`config.mk`:
```
export PLATFORM = sky130hd
export DESIGN_NAME = bcd_fib_entry
export DESIGN_NICKNAME = d
export VERILOG_FILES = /design/src/rtl/bcd_fib_entry.sv
export SDC_FILE = /design/constraint.sdc
export NUM_CORES = 1
export LEC_CHECK = 0
export BUFFER_PORTS_ARGS = -buffer_cell sky130_fd_sc_hd__buf_2
export CAP_MARGIN = 20
export CORE_MARGIN = 2
export CORE_UTILIZATION = 56
export DETAILED_ROUTE_END_ITERATION = 6
export PLACE_DENSITY = 0.8
export SYNTH_ARGS = -nofsm -noshare
export SYNTH_HDL_FRONTEND = slang
export SYNTH_SLANG_ARGS = --single-unit
```
`constraint.sdc`:
```
create_clock -name clk -period 5.2 [get_ports clk]
set_input_delay 0.52 -clock clk [delete_from_list [all_inputs] [get_ports clk]]
set_output_delay 0.52 -clock clk [all_outputs]
set_load 0.01 [all_outputs]
```
`src/rtl/bcd_fib_entry.sv`:
```
// Operator front end for the BCD Fibonacci stage: four debounced buttons edit a
// two-digit BCD operand and issue a one-cycle start pulse downstream.

module bcd_fib_debounce #(
    parameter int DB_TICKS = 1_000_000,
    parameter int DB_W     = 20
) (
    input  logic clk,
    input  logic reset_n,
    input  logic btn,
    output logic rise
);
    typedef enum logic [1:0] {ZERO, WAIT1, ONE, WAIT0} db_state_t;

    localparam logic [DB_W-1:0] LOAD = DB_W'(DB_TICKS - 1);
    localparam logic [DB_W-1:0] LAST = DB_W'(1);

    logic [1:0]      sync;
    logic            level;
    db_state_t       state, state_nx;
    logic [DB_W-1:0] cnt, cnt_nx;
    logic            db, db_nx;
    logic            db_prev;

    assign level = sync[1];

    always_ff @(posedge clk or negedge reset_n) begin
        if (!reset_n) begin
            sync    <= '0;
            state   <= ZERO;
            cnt     <= '0;
            db      <= 1'b0;
            db_prev <= 1'b0;
        end else begin
            sync    <= {sync[0], btn};
            state   <= state_nx;
            cnt     <= cnt_nx;
            db      <= db_nx;
            db_prev <= db;
        end
    end

    // The counter is loaded on the first differing sample, so db flips on the
    // DB_TICKS-th consecutive differing sample.
    always_comb begin
        state_nx = state;
        cnt_nx   = cnt;
        db_nx    = db;
        unique case (state)
            ZERO: begin
                if (level) begin
                    cnt_nx   = LOAD;
                    state_nx = WAIT1;
                end
            end
            WAIT1: begin
                if (!level) begin
                    state_nx = ZERO;
                end else if (cnt <= LAST) begin
                    cnt_nx   = '0;
                    state_nx = ONE;
                    db_nx    = 1'b1;
                end else begin
                    cnt_nx = cnt - LAST;
                end
            end
            ONE: begin
                if (!level) begin
                    cnt_nx   = LOAD;
                    state_nx = WAIT0;
                end
            end
            WAIT0: begin
                if (level) begin
                    state_nx = ONE;
                end else if (cnt <= LAST) begin
                    cnt_nx   = '0;
                    state_nx = ZERO;
                    db_nx    = 1'b0;
                end else begin
                    cnt_nx = cnt - LAST;
                end
            end
            default: begin
                state_nx = ZERO;
            end
        endcase
    end

    assign rise = db & ~db_prev;
endmodule

module bcd_fib_digit (
    input  logic       clk,
    input  logic       reset_n,
    input  logic       hold,
    input  logic       clr,
    input  logic       inc,
    output logic [3:0] digit
);
    always_ff @(posedge clk or negedge reset_n) begin
        if (!reset_n) begin
            digit <= 4'd0;
        end else if (!hold) begin
            if (clr) begin
                digit <= 4'd0;
            end else if (inc) begin
                digit <= (digit == 4'd9) ? 4'd0 : digit + 4'd1;
            end
        end
    end
endmodule

module bcd_fib_entry #(
    parameter int DB_TICKS = 1_000_000,
    parameter int DB_W     = 20
) (
    input  logic       clk,
    input  logic       reset_n,
    input  logic       btn_inc1,
    input  logic       btn_inc0,
    input  logic       btn_clr,
    input  logic       btn_go,
    output logic [3:0] bcd1,
    output logic [3:0] bcd0,
    output logic       start
);
    logic ev_inc1, ev_inc0, ev_clr, ev_go;
    logic pend_inc1, pend_inc0, pend_clr;
    logic do_inc1, do_inc0, do_clr;

    bcd_fib_debounce #(.DB_TICKS(DB_TICKS), .DB_W(DB_W)) u_db_inc1 (
        .clk(clk), .reset_n(reset_n), .btn(btn_inc1), .rise(ev_inc1)
    );
    bcd_fib_debounce #(.DB_TICKS(DB_TICKS), .DB_W(DB_W)) u_db_inc0 (
        .clk(clk), .reset_n(reset_n), .btn(btn_inc0), .rise(ev_inc0)
    );
    bcd_fib_debounce #(.DB_TICKS(DB_TICKS), .DB_W(DB_W)) u_db_clr (
        .clk(clk), .reset_n(reset_n), .btn(btn_clr), .rise(ev_clr)
    );
    bcd_fib_debounce #(.DB_TICKS(DB_TICKS), .DB_W(DB_W)) u_db_go (
        .clk(clk), .reset_n(reset_n), .btn(btn_go), .rise(ev_go)
    );

    // An edit that coincides with a go event is parked for one cycle so the
    // downstream stage samples the pre-edit operand alongside start.
    always_ff @(posedge clk or negedge reset_n) begin
        if (!reset_n) begin
            start     <= 1'b0;
            pend_inc1 <= 1'b0;
            pend_inc0 <= 1'b0;
            pend_clr  <= 1'b0;
        end else begin
            start     <= ev_go;
            pend_inc1 <= ev_go & ev_inc1;
            pend_inc0 <= ev_go & ev_inc0;
            pend_clr  <= ev_go & ev_clr;
        end
    end

    always_comb begin
        do_inc1 = ev_inc1 | pend_inc1;
        do_inc0 = ev_inc0 | pend_inc0;
        do_clr  = ev_clr  | pend_clr;
    end

    bcd_fib_digit u_tens (
        .clk(clk), .reset_n(reset_n), .hold(ev_go),
        .clr(do_clr), .inc(do_inc1), .digit(bcd1)
    );
    bcd_fib_digit u_units (
        .clk(clk), .reset_n(reset_n), .hold(ev_go),
        .clr(do_clr), .inc(do_inc0), .digit(bcd0)
    );
endmodule

```
==> results.md <==
- Post-CTS resize count: 0
- Sequential area share after synthesis: 48.6%
- Worst reg2reg setup slack: 2610 ps
- Post-synth ARST share: 100%
- RePlAce Congestion: 0.887
- Slew of the pin with the lowest slew margin: approximately 1000 ps
- Sw Share: a little under a quarter
- Share of cells above drive strength 1: 12.2%
- Post-synth top area cell: dfrtp_1
- Synthesized area: 5980 um2
- Max-Cap Viols: 0
- Most frequent cells in the layout: 116 x dfrtp_1, 76 x nand2_1, 49 x nor2_1, 49 x o21ai_0, 33 x a21oi_1
- Final period util: 49.8%
- RSZ-0062 raised after global routing: false
- Largest net degree at the start of global routing: 74
- DP Cell Count: 761
- Synthesis-stage register bit count: roughly 120
- GRT overflow: 0
- Cts bufs inserted: 17
- Root Buffer: clkbuf_8
- Reg2reg start: u_db_inc0.cnt[4]
- Syn_nets: around 640
- Final Hold Viols: 0
- Cell variety after synth: 60
- Clk buf depth: 2
- Reg2Reg Depth: 5
- Finished Layout Cells: 793
- Post-DP HPWL: 8590 um
- Cell family with the largest share of critical-path delay: simple AND/OR/NAND/NOR gates
- Max Slew Vio Count: 0
- Wire per inst: ~17 um
- Outcome: complete, no violations
- Peak Freq: 0.386 GHz
- Area delta synth->final: 13.5%
- Static Leak: 2.66 nW
- First-pass GRT wire length: 22800 um
- NetSw: 0.516 mW
- Final WL: ~13000 um
- Minimum hold slack: 109 ps
- ANT nets after route: 0
- Initial core utilization: 57.9%
- N_diodes: 0
- DIE HEIGHT: 107 um
- Post-synth EDFFs: 0
- DR iter-0 viols: 332
- Most common cell after layout, fill and taps aside: dfrtp_1
- Yosys warning total: 0
- Clock skew: 6.11 ps
- Part of the power in registers: 42.3%
- Worst Path Arrival: 3000 ps
- Worst flop-to-flop path endpoint: u_db_inc0.cnt[4]
- Type of the worst min-delay path: in2reg
- Pre-antenna DRT Iters: 7
- Yosys top cell area share: 48.6%
- Clk_lat worst skew: 520 ps
- IO Pins: 15
- Setup CP Type: reg2reg
- End point of the critical path: u_db_inc0.cnt[4]
- Top FF cell, synth: dfrtp_1
- # nets final: 663
- H-tree depth: 4
- Setup violators final: 0
- Via Count: 5016
- Worst path depth: 5
- Post-CTS setup buffers: 0
- Crit path launch: u_db_inc0.cnt[4]
- CTS tree: built
- Final min period: 2590 ps
- Post-detailed-route DRC marker count: 0
- Worst setup EP type: flop
- Top cells by area, synth: dfrtp_1 49%, nand2_1 4.8%, o21ai_0 4.1%, nor2_1 3.1%, a21oi_1 2.8%
- CP most frequent cell: nor4_2
- Worst VDD drop: around 0.31 mV
- Worst Path Buf+Inv: 0
- Slowest stage delay, CP: between 700 and 800 ps
- WHS Path Cells: 1
- Rel. slew slack: 31.7%
- Port bufs: 14
- Num Clock Sinks: 116
- Total GRT Usage: 24.9%
- Initial antenna violation count: 0
- Die area: 11500 um2
- Int Pwr: ~1.7 mW
- Core area: roughly 10000 um2
- Clock power share: 53.0%
- TNS Setup: 0 ps
- Power Density: 331 nW/um2
- Worst-path clk slew: about 60 ps
- Comb pwr share: under 10%
- Via-to-Cell Ratio: 6.33
- Largest fanout on the critical path: 12
- Vias in the first global route: 4790
- Required time of the critical path: ~5600 ps
- Crit start category: flop
- Die Wd: 107 um
- Slowest cell on the critical path: nor4_2
- Hold Buf Count CTS: 0
- FP Rows: 37
- Synth Area per Inst: 9.58 um2
- Mapped Cells: 624
- Crit path cell chain: nor4_2 > o211ai_1 > nor4_2 > o21ai_0 > a22o_1
==> metrics by stage <==
step / worst slack (ps) / total power, mW / area (um2) / utilization, %
floorplan: 3170 / 1.03 / 5980 / -
global placement: 2830 / 1.06 / 6180 / 59.8
global route: 2470 / 2.33 / 6790 / 65.7
detailed placement: 2700 / 1.07 / 6180 / 59.8
CTS: 2680 / 2.26 / 6780 / 65.7
finish: 2610 / 2.25 / 6790 / 65.7
==> cells by family after synthesis <==
group / share of synthesized area, %
AND/OR/NAND/NOR: 25.8
adder cells (fa/ha/maj): 2.51
XOR/XNOR: 2.20
flip-flops: 48.6
buffers and inverters: 2.34
AO/OA/AOI/OAI: 17.3
multiplexers: 1.26
==> sequential cells by signal, indices dropped and copies added, names as in the netlist, 4 cells and up, named ones only <==
signal,count
u_tens.digit,4
u_db_go.cnt,20
u_db_inc0.cnt,20
u_db_clr.cnt,20
u_db_inc1.cnt,20
u_units.digit,4
==> routing by layer <==
metal  vias to the layer above  track usage [%]  routed length (um)
met5                         -                0                   0
met4                         0             9.09                 242
met3                        23             6.05                 617
met2                       162             39.8                6600
met1                      2468             33.2                5980
li1                       2363                -                   -
==> worst min-delay path by stage <==
| stage | start | endpoint | slack [ps] |
|---|---|---|---|
| floorplan | reset_n | asynchronous set/reset pin | 220 |
| global placement | u_db_inc1.sync[0] | u_db_inc1.sync[1] | 330 |
| detailed placement | u_db_inc0.sync[0] | u_db_inc0.sync[1] | 340 |
| CTS | btn_inc1 | u_db_inc1.sync[0] | 90 |
| global route | btn_go | u_db_go.sync[0] | 80 |
| finish | btn_inc1 | u_db_inc1.sync[0] | 110 |
==> power groups by stage <==
stage	Clock [mW]	Sequential [mW]	Combinational [mW]
2_1_floorplan	0	0.955	0.0703
3_3_place_gp	0	0.963	0.0994
3_5_place_dp	0	0.965	0.104
4_1_cts	1.21	0.950	0.106
5_1_grt	1.25	0.953	0.120
6_report	1.19	0.951	0.107
==> area by class of cell <==
cell class / count / area (um2)
fillers: 747 / 3540
multi-input cells: 474 / 2930
flip-flops and latches: 116 / 2900
clock buffers: 18 / 418
clock inverters: 13 / 184
well taps: 136 / 170
repair buffers: 20 / 118
inverters: 16 / 60.1
==> cell usage after synthesis, types with 4 or more instances <==
| master | count |
|---|---|
| a211o_1 | 4 |
| a21oi_1 | 33 |
| a22o_1 | 8 |
| a2bb2oi_1 | 5 |
| a31oi_1 | 6 |
| and2_1 | 5 |
| buf_2 | 4 |
| clkbuf_1 | 12 |
| dfrtp_1 | 116 |
| ha_1 | 12 |
| inv_1 | 16 |
| nand2_1 | 76 |
| nand2b_1 | 12 |
| nand3_1 | 30 |
| nand4_1 | 11 |
| nor2_1 | 49 |
| nor2b_1 | 8 |
| nor3_1 | 21 |
| nor3b_1 | 4 |
| nor4_1 | 6 |
| nor4_2 | 8 |
| o211ai_1 | 11 |
| o21ai_0 | 49 |
| o311ai_0 | 5 |
| o31ai_1 | 20 |
| or2_2 | 6 |
| or3_1 | 9 |
| or4_1 | 16 |
| xnor2_1 | 9 |
| xor2_1 | 6 |
==> worst reg2reg max path, delay by kind of cell, from the launching register on <==
family          cells  cell delay [ps]
flops               1              430
simple gates        2             1310
compound gates      3              740
Power figures use the tool's default switching activity.
